`config.mk`:
```
export PLATFORM = sky130hd
export DESIGN_NAME = hilo_muldiv_sequencer_flat
export DESIGN_NICKNAME = d
export VERILOG_FILES = /design/src/rtl/hilo_muldiv_sequencer_if.sv /design/src/rtl/hilo_muldiv_sequencer.sv /design/src/flat_wrapper.sv
export SDC_FILE = /design/constraint.sdc
export NUM_CORES = 1
export LEC_CHECK = 0
export CORE_UTILIZATION = 44
export CTS_BUF_LIST = sky130_fd_sc_hd__clkbuf_8
export DETAILED_ROUTE_END_ITERATION = 8
export PLACE_DENSITY = 0.74
export SYNTH_ARGS = -nofsm -noshare
export SYNTH_HDL_FRONTEND = slang
export SYNTH_SLANG_ARGS = --single-unit
```
`constraint.sdc`:
```
create_clock -name clk -period 3.7 [get_ports clk]
set_input_delay 0.74 -clock clk [delete_from_list [all_inputs] [get_ports clk]]
set_output_delay 0.74 -clock clk [all_outputs]
set_load 0.03 [all_outputs]
```
`src/rtl/hilo_muldiv_sequencer_if.sv`:
```
`default_nettype none
// ============================================================================
// Module   : hilo_muldiv_sequencer_if
// Purpose  : EX-stage request / HiLo write-back bundle for the multiply sequencer.
// Revision : 1.0 - initial release
// ============================================================================
interface hilo_muldiv_sequencer_if #(
  parameter int WIDTH = 32
);
  logic             start;
  logic [1:0]       op;
  logic [WIDTH-1:0] dataA;
  logic [WIDTH-1:0] dataB;
  logic [WIDTH-1:0] hi_in;
  logic [WIDTH-1:0] lo_in;
  logic             mf_req;
  logic             abort;
  logic             busy;
  logic             stall;
  logic             hilo_we;
  logic [WIDTH-1:0] hi_out;
  logic [WIDTH-1:0] lo_out;
  logic             done;

  modport master (
    output start, op, dataA, dataB, hi_in, lo_in, mf_req, abort,
    input  busy, stall, hilo_we, hi_out, lo_out, done
  );

  modport slave (
    input  start, op, dataA, dataB, hi_in, lo_in, mf_req, abort,
    output busy, stall, hilo_we, hi_out, lo_out, done
  );
endinterface
`default_nettype wire

```
`src/rtl/hilo_muldiv_sequencer.sv`:
```
`default_nettype none
// ============================================================================
// Module   : hilo_muldiv_sequencer
// Purpose  : Radix-2 shift-add MULTU/MADDU engine owning the HiLo write path.
// Revision : 1.0 - initial release
// ============================================================================
module hilo_muldiv_sequencer #(
  parameter int WIDTH = 32,
  parameter int CNT_W = 6
) (
  input  logic                     clk,
  input  logic                     rst,
  hilo_muldiv_sequencer_if.slave   bus
);

  localparam logic [1:0] S_IDLE = 2'd0;
  localparam logic [1:0] S_MUL  = 2'd1;
  localparam logic [1:0] S_ACC  = 2'd2;
  localparam logic [1:0] S_DONE = 2'd3;

  localparam logic [CNT_W-1:0] LAST_CNT = CNT_W'(WIDTH - 1);

  logic [1:0]         state_q,    state_d;
  logic [CNT_W-1:0]   cnt_q,      cnt_d;
  logic [2*WIDTH-1:0] prod_q,     prod_d;
  logic [2*WIDTH-1:0] acc_q,      acc_d;
  logic [WIDTH-1:0]   mcand_q,    mcand_d;
  logic [WIDTH-1:0]   mplier_q,   mplier_d;
  logic [WIDTH-1:0]   hi_q,       hi_d;
  logic [WIDTH-1:0]   lo_q,       lo_d;
  logic               is_maddu_q, is_maddu_d;
  logic [WIDTH:0]     sum;

  always_comb begin
    state_d    = state_q;
    cnt_d      = cnt_q;
    prod_d     = prod_q;
    acc_d      = acc_q;
    mcand_d    = mcand_q;
    mplier_d   = mplier_q;
    hi_d       = hi_q;
    lo_d       = lo_q;
    is_maddu_d = is_maddu_q;
    sum        = {1'b0, prod_q[2*WIDTH-1:WIDTH]} + {1'b0, {WIDTH{mplier_q[0]}} & mcand_q};

    case (state_q)
      S_IDLE: begin
        if (bus.start && !bus.abort && !bus.op[1]) begin
          mcand_d    = bus.dataA;
          mplier_d   = bus.dataB;
          prod_d     = '0;
          cnt_d      = '0;
          acc_d      = {bus.hi_in, bus.lo_in};
          is_maddu_d = bus.op[0];
          state_d    = S_MUL;
        end
      end
      S_MUL: begin
        if (bus.abort) begin
          state_d = S_IDLE;
        end else begin
          // Carry out of the partial sum becomes the new MSB as the product shifts right.
          prod_d   = {sum, prod_q[WIDTH-1:1]};
          mplier_d = mplier_q >> 1;
          cnt_d    = cnt_q + 1'b1;
          if (cnt_q == LAST_CNT) begin
            state_d = is_maddu_q ? S_ACC : S_DONE;
          end
        end
      end
      S_ACC: begin
        if (bus.abort) begin
          state_d = S_IDLE;
        end else begin
          prod_d  = prod_q + acc_q;
          state_d = S_DONE;
        end
      end
      S_DONE: begin
        state_d = S_IDLE;
      end
      default: begin
        state_d = S_IDLE;
      end
    endcase

    // DONE is only ever entered once per op, so this captures the final result.
    if (state_d == S_DONE) begin
      hi_d = prod_d[2*WIDTH-1:WIDTH];
      lo_d = prod_d[WIDTH-1:0];
    end
  end

  always_ff @(posedge clk or negedge rst) begin
    if (!rst) begin
      state_q    <= S_IDLE;
      cnt_q      <= '0;
      prod_q     <= '0;
      acc_q      <= '0;
      mcand_q    <= '0;
      mplier_q   <= '0;
      hi_q       <= '0;
      lo_q       <= '0;
      is_maddu_q <= 1'b0;
    end else begin
      state_q    <= state_d;
      cnt_q      <= cnt_d;
      prod_q     <= prod_d;
      acc_q      <= acc_d;
      mcand_q    <= mcand_d;
      mplier_q   <= mplier_d;
      hi_q       <= hi_d;
      lo_q       <= lo_d;
      is_maddu_q <= is_maddu_d;
    end
  end

  assign bus.busy    = (state_q != S_IDLE);
  assign bus.stall   = bus.busy & (bus.start | bus.mf_req);
  assign bus.hilo_we = (state_q == S_DONE);
  assign bus.done    = (state_q == S_DONE);
  assign bus.hi_out  = hi_q;
  assign bus.lo_out  = lo_q;

endmodule
`default_nettype wire

```
`src/flat_wrapper.sv`:
```
// flat-port wrapper written by rule: the top's interface ports become plain ports
module hilo_muldiv_sequencer_flat 
#(
  parameter int WIDTH = 32,
  parameter int CNT_W = 6
)
  (clk, rst, bus_start, bus_op, bus_dataA, bus_dataB, bus_hi_in, bus_lo_in, bus_mf_req, bus_abort, bus_busy, bus_stall, bus_hilo_we, bus_hi_out, bus_lo_out, bus_done);
  hilo_muldiv_sequencer_if #(.WIDTH(WIDTH)) bus_i ();
  input  logic clk;
  input  logic rst;
  input wire logic [$bits(bus_i.start)-1:0] bus_start;
  input wire logic [$bits(bus_i.op)-1:0] bus_op;
  input wire logic [$bits(bus_i.dataA)-1:0] bus_dataA;
  input wire logic [$bits(bus_i.dataB)-1:0] bus_dataB;
  input wire logic [$bits(bus_i.hi_in)-1:0] bus_hi_in;
  input wire logic [$bits(bus_i.lo_in)-1:0] bus_lo_in;
  input wire logic [$bits(bus_i.mf_req)-1:0] bus_mf_req;
  input wire logic [$bits(bus_i.abort)-1:0] bus_abort;
  output wire logic [$bits(bus_i.busy)-1:0] bus_busy;
  output wire logic [$bits(bus_i.stall)-1:0] bus_stall;
  output wire logic [$bits(bus_i.hilo_we)-1:0] bus_hilo_we;
  output wire logic [$bits(bus_i.hi_out)-1:0] bus_hi_out;
  output wire logic [$bits(bus_i.lo_out)-1:0] bus_lo_out;
  output wire logic [$bits(bus_i.done)-1:0] bus_done;
  assign bus_i.start = bus_start;
  assign bus_i.op = bus_op;
  assign bus_i.dataA = bus_dataA;
  assign bus_i.dataB = bus_dataB;
  assign bus_i.hi_in = bus_hi_in;
  assign bus_i.lo_in = bus_lo_in;
  assign bus_i.mf_req = bus_mf_req;
  assign bus_i.abort = bus_abort;
  assign bus_busy = bus_i.busy;
  assign bus_stall = bus_i.stall;
  assign bus_hilo_we = bus_i.hilo_we;
  assign bus_hi_out = bus_i.hi_out;
  assign bus_lo_out = bus_i.lo_out;
  assign bus_done = bus_i.done;
  hilo_muldiv_sequencer #(.WIDTH(WIDTH), .CNT_W(CNT_W)) u_core (.clk(clk), .rst(rst), .bus(bus_i));
endmodule
```
==> flow_summary.json <==
{
  "clk_path_buf_depth": 3,
  "p_leak_nw": 9.79,
  "drtIter0Drc": 1457,
  "gp_congestion": 0.976,
  "synthArstFlopShare": 1.00,
  "cts-buffers-inserted": 47,
  "grt_pass1_vias": 15717,
  "ant_nets": 0,
  "antenna_cells": 0,
  "path_class": "flip-flop to flip-flop",
  "vdd_drop_max_mv": 0.268,
  "tightest_slew_ns": 1.13,
  "cp.required_ns": 4.20,
  "finalMaxSlewViolations": 0,
  "insertion_delay_ns": 0.64,
  "place_inst": 2729,
  "start_util": 0.447,
  "max_freq_ghz": 0.280,
  "grt_max_degree": 99,
  "cts_sinks": 265,
  "tritoncts": "built",
  "min_period_ns": 3.58,
  "arrival_ns": 4.08,
  "worstSetupEndpointType": "flip-flop",
  "synth-edff-count": 0,
  "final_util": 0.550,
  "max-slew-margin-rel": 0.244,
  "cts_root_buf": "clkbuf_8",
  "overflow": 0,
  "layout.nets": 2501,
  "cts_max_level": 2,
  "setup_viol": 0,
  "grt_first_pass_wirelength_mm": 85.5,
  "ff2ff_setup_slack_ns": 0.12,
  "drive_gt1_frac": 0.0890,
  "num_vias": 16178,
  "syn_avg_cell_area_sq_um": 8.16,
  "maxCapViolCount": 0,
  "syn_area_sq_um": 16800,
  "chipHeight_um": 197,
  "die_area_sq_um": 38900,
  "cp_max_fo": 4,
  "dp_hpwl_mm": 39.2,
  "synth_top_flop_cell": "dfrtp_1",
  "antenna_found_initial": 0,
  "start_kind": "flip-flop",
  "postCtsHoldBufs": 0,
  "fin_skew_ns": 0.0335,
  "final-instance-count-excl-fill": 2815,
  "hold_viol_final": 0,
  "ys_seq_elements": 265,
  "num_io_pins": 203,
  "syn_inst": 2058,
  "clk_pin_slew_ns": 0.06,
  "status": "completed",
  "grt_usage": 0.278,
  "core_area_sq_um": 37600,
  "drc": 0,
  "io_buffers": 202,
  "wire_per_inst_um": 19.2,
  "row_count": 71,
  "syn2layout_area_growth_pct": 23.2,
  "ys_seq_area_frac": 0.395,
  "viasPerCell": 5.75,
  "synth_nets": 2291,
  "p_per_area_nw_per_um2": 515,
  "routed_wl_mm": 54.0,
  "die_x_um": 197,
  "period_share": 0.967,
  "ys_types": 80,
  "firstDrtPassIters": 6,
  "synth-warning-count": 0,
  "hp-class": "input pin to async pin"
}
path summary, 6_finish.rpt:
check	from	endpoint	cells after the start
max	u_core.acc_q[0]	u_core.bus.hi_out[26]	12
max in group asynchronous	rst	u_core.bus.lo_out[11]	2
min reg2reg	u_core.mcand_q[21]	u_core.mcand_q[21]	2
min	rst	u_core.mcand_q[2]	1
max reg2reg	u_core.acc_q[0]	u_core.bus.hi_out[26]	12
min in group clk	u_core.mcand_q[21]	u_core.mcand_q[21]	2
power by group:
group	total [mW]	leakage, nW	switching (mW)	internal, mW
clock	2.92	0.565	1.31	1.61
sequential	3.75	3.32	0.389	3.36
combinational	3.97	5.90	2.36	1.61
total	10.6	9.79	4.06	6.58
registers in the layout, summed over array words and instances, names as in the netlist:
signal and count:
u_core.acc_q 64, u_core.bus.hi_out 32, u_core.bus.lo_out 32, u_core.cnt_q 6, u_core.is_maddu_q 1, u_core.mcand_q 32, u_core.mplier_q 32, u_core.prod_q 64
u_core.state_q 2
stage by stage:
| stage | setup TNS [ns] | hold slack [ns] | total power, mW | setup WS (ns) | instance area [sq um] |
|---|---|---|---|---|---|
| after global placement | 0 | 0.457 | 7.59 | 0.0346 | 19600 |
| final | 0 | 0.0385 | 10.6 | 0.124 | 20700 |
| after CTS | 0 | 0.0352 | 10.6 | 0.0928 | 20600 |
| after global routing | -0.110 | 0.0630 | 11.3 | -0.0625 | 20700 |
| after detailed placement | -0.0141 | 0.459 | 7.66 | -0.00786 | 19600 |
| after floorplan | 0 | 0.437 | 6.34 | 0.550 | 16800 |
placed cells by master (no fill, tap or decap), drive strengths merged, types with 7 or more instances in the layout:
master           n
a211oi          16
a21o            48
a21oi          138
a221oi           9
a222oi           9
a22oi           28
a31oi           54
and2            35
and3            17
buf             80
clkbuf          57
clkdlybuf4s50  200
clkinv          10
dfrtp          265
ha              96
inv             52
mux2            18
mux2i            7
nand2          538
nand2b          14
nand3           31
nand4           35
nor2           152
nor2b            9
nor3            23
o211ai          10
o21a            13
o21ai          130
o21bai          21
o221ai           8
o31ai            8
or3             14
xnor2           47
xor2            31
critical path, cell delays in order, from the launching register on:
cell       delay (ns)
dfrtp_1          0.38
ha_1             0.22
fa_1             0.40
a21o_1           0.19
and3_1           0.22
o211ai_2         0.16
nand3_2          0.16
a31o_4           0.30
a2111oi_4        0.39
o31ai_1          0.20
xnor2_1          0.35
o22ai_1          0.17
mux2_2           0.29
synth_stat cells (8+ instances only):
cell      instances  area share
and2_1           35       0.013
clkbuf_1        105       0.023
and3_1           16      0.0060
inv_1            38      0.0085
a211oi_1         14      0.0063
xor2_1           31       0.016
a222oi_1          9      0.0054
nor2b_1           9      0.0034
a22oi_1          28       0.013
nand4_1          35       0.013
nor2_1          151       0.034
dfrtp_1         265        0.40
a221oi_1          8      0.0042
nand2_1         538        0.12
a21o_1           48       0.021
mux2_2           18       0.012
nor3_1           22      0.0066
a31oi_1          54       0.020
o211ai_1          9      0.0040
a21oi_1         138       0.041
or3_1            14      0.0052
o21bai_1         21      0.0094
buf_1             9      0.0020
o21a_1           13      0.0058
nand3_1          30      0.0089
o221ai_1          8      0.0042
nand2b_1         14      0.0052
o21ai_0         124       0.037
ha_1             96       0.072
xnor2_1          47       0.025
cell type report:
| cell class | instances | area, sq um |
|---|---|---|
| Fill cell | 3480 | 16900 |
| Inverter | 38 | 143 |
| Tap cell | 511 | 639 |
| Multi-Input combinational cell | 1636 | 9620 |
| Clock inverter | 28 | 205 |
| Timing Repair Buffer | 280 | 2660 |
| Clock buffer | 57 | 785 |
| Sequential cell | 265 | 6630 |
routing by layer:
metal / vias up / global-route usage / share of wire
met1: 7751 / 0.386 / 0.44
met5: - / 0 / 0
met2: 675 / 0.443 / 0.46
met4: 0 / 0.0947 / 0.026
li1: 7658 / - / -
met3: 94 / 0.0411 / 0.075
kinds of logic after synthesis:
| kind of cell | synth area share |
|---|---|
| simple gates | 0.226 |
| buf+inv | 0.0364 |
| xor+xnor | 0.0407 |
| mux | 0.0162 |
| compound gates | 0.212 |
| fa+ha+maj | 0.0739 |
| flops | 0.395 |
repair_timing:
action | in CTS | in global routing
pin swaps | 0 | 1
setup endpoints to repair | 2 | 14
gates resized for setup | 1 | 9
setup buffers | 0 | 1
Power figures use the tool's default switching activity.
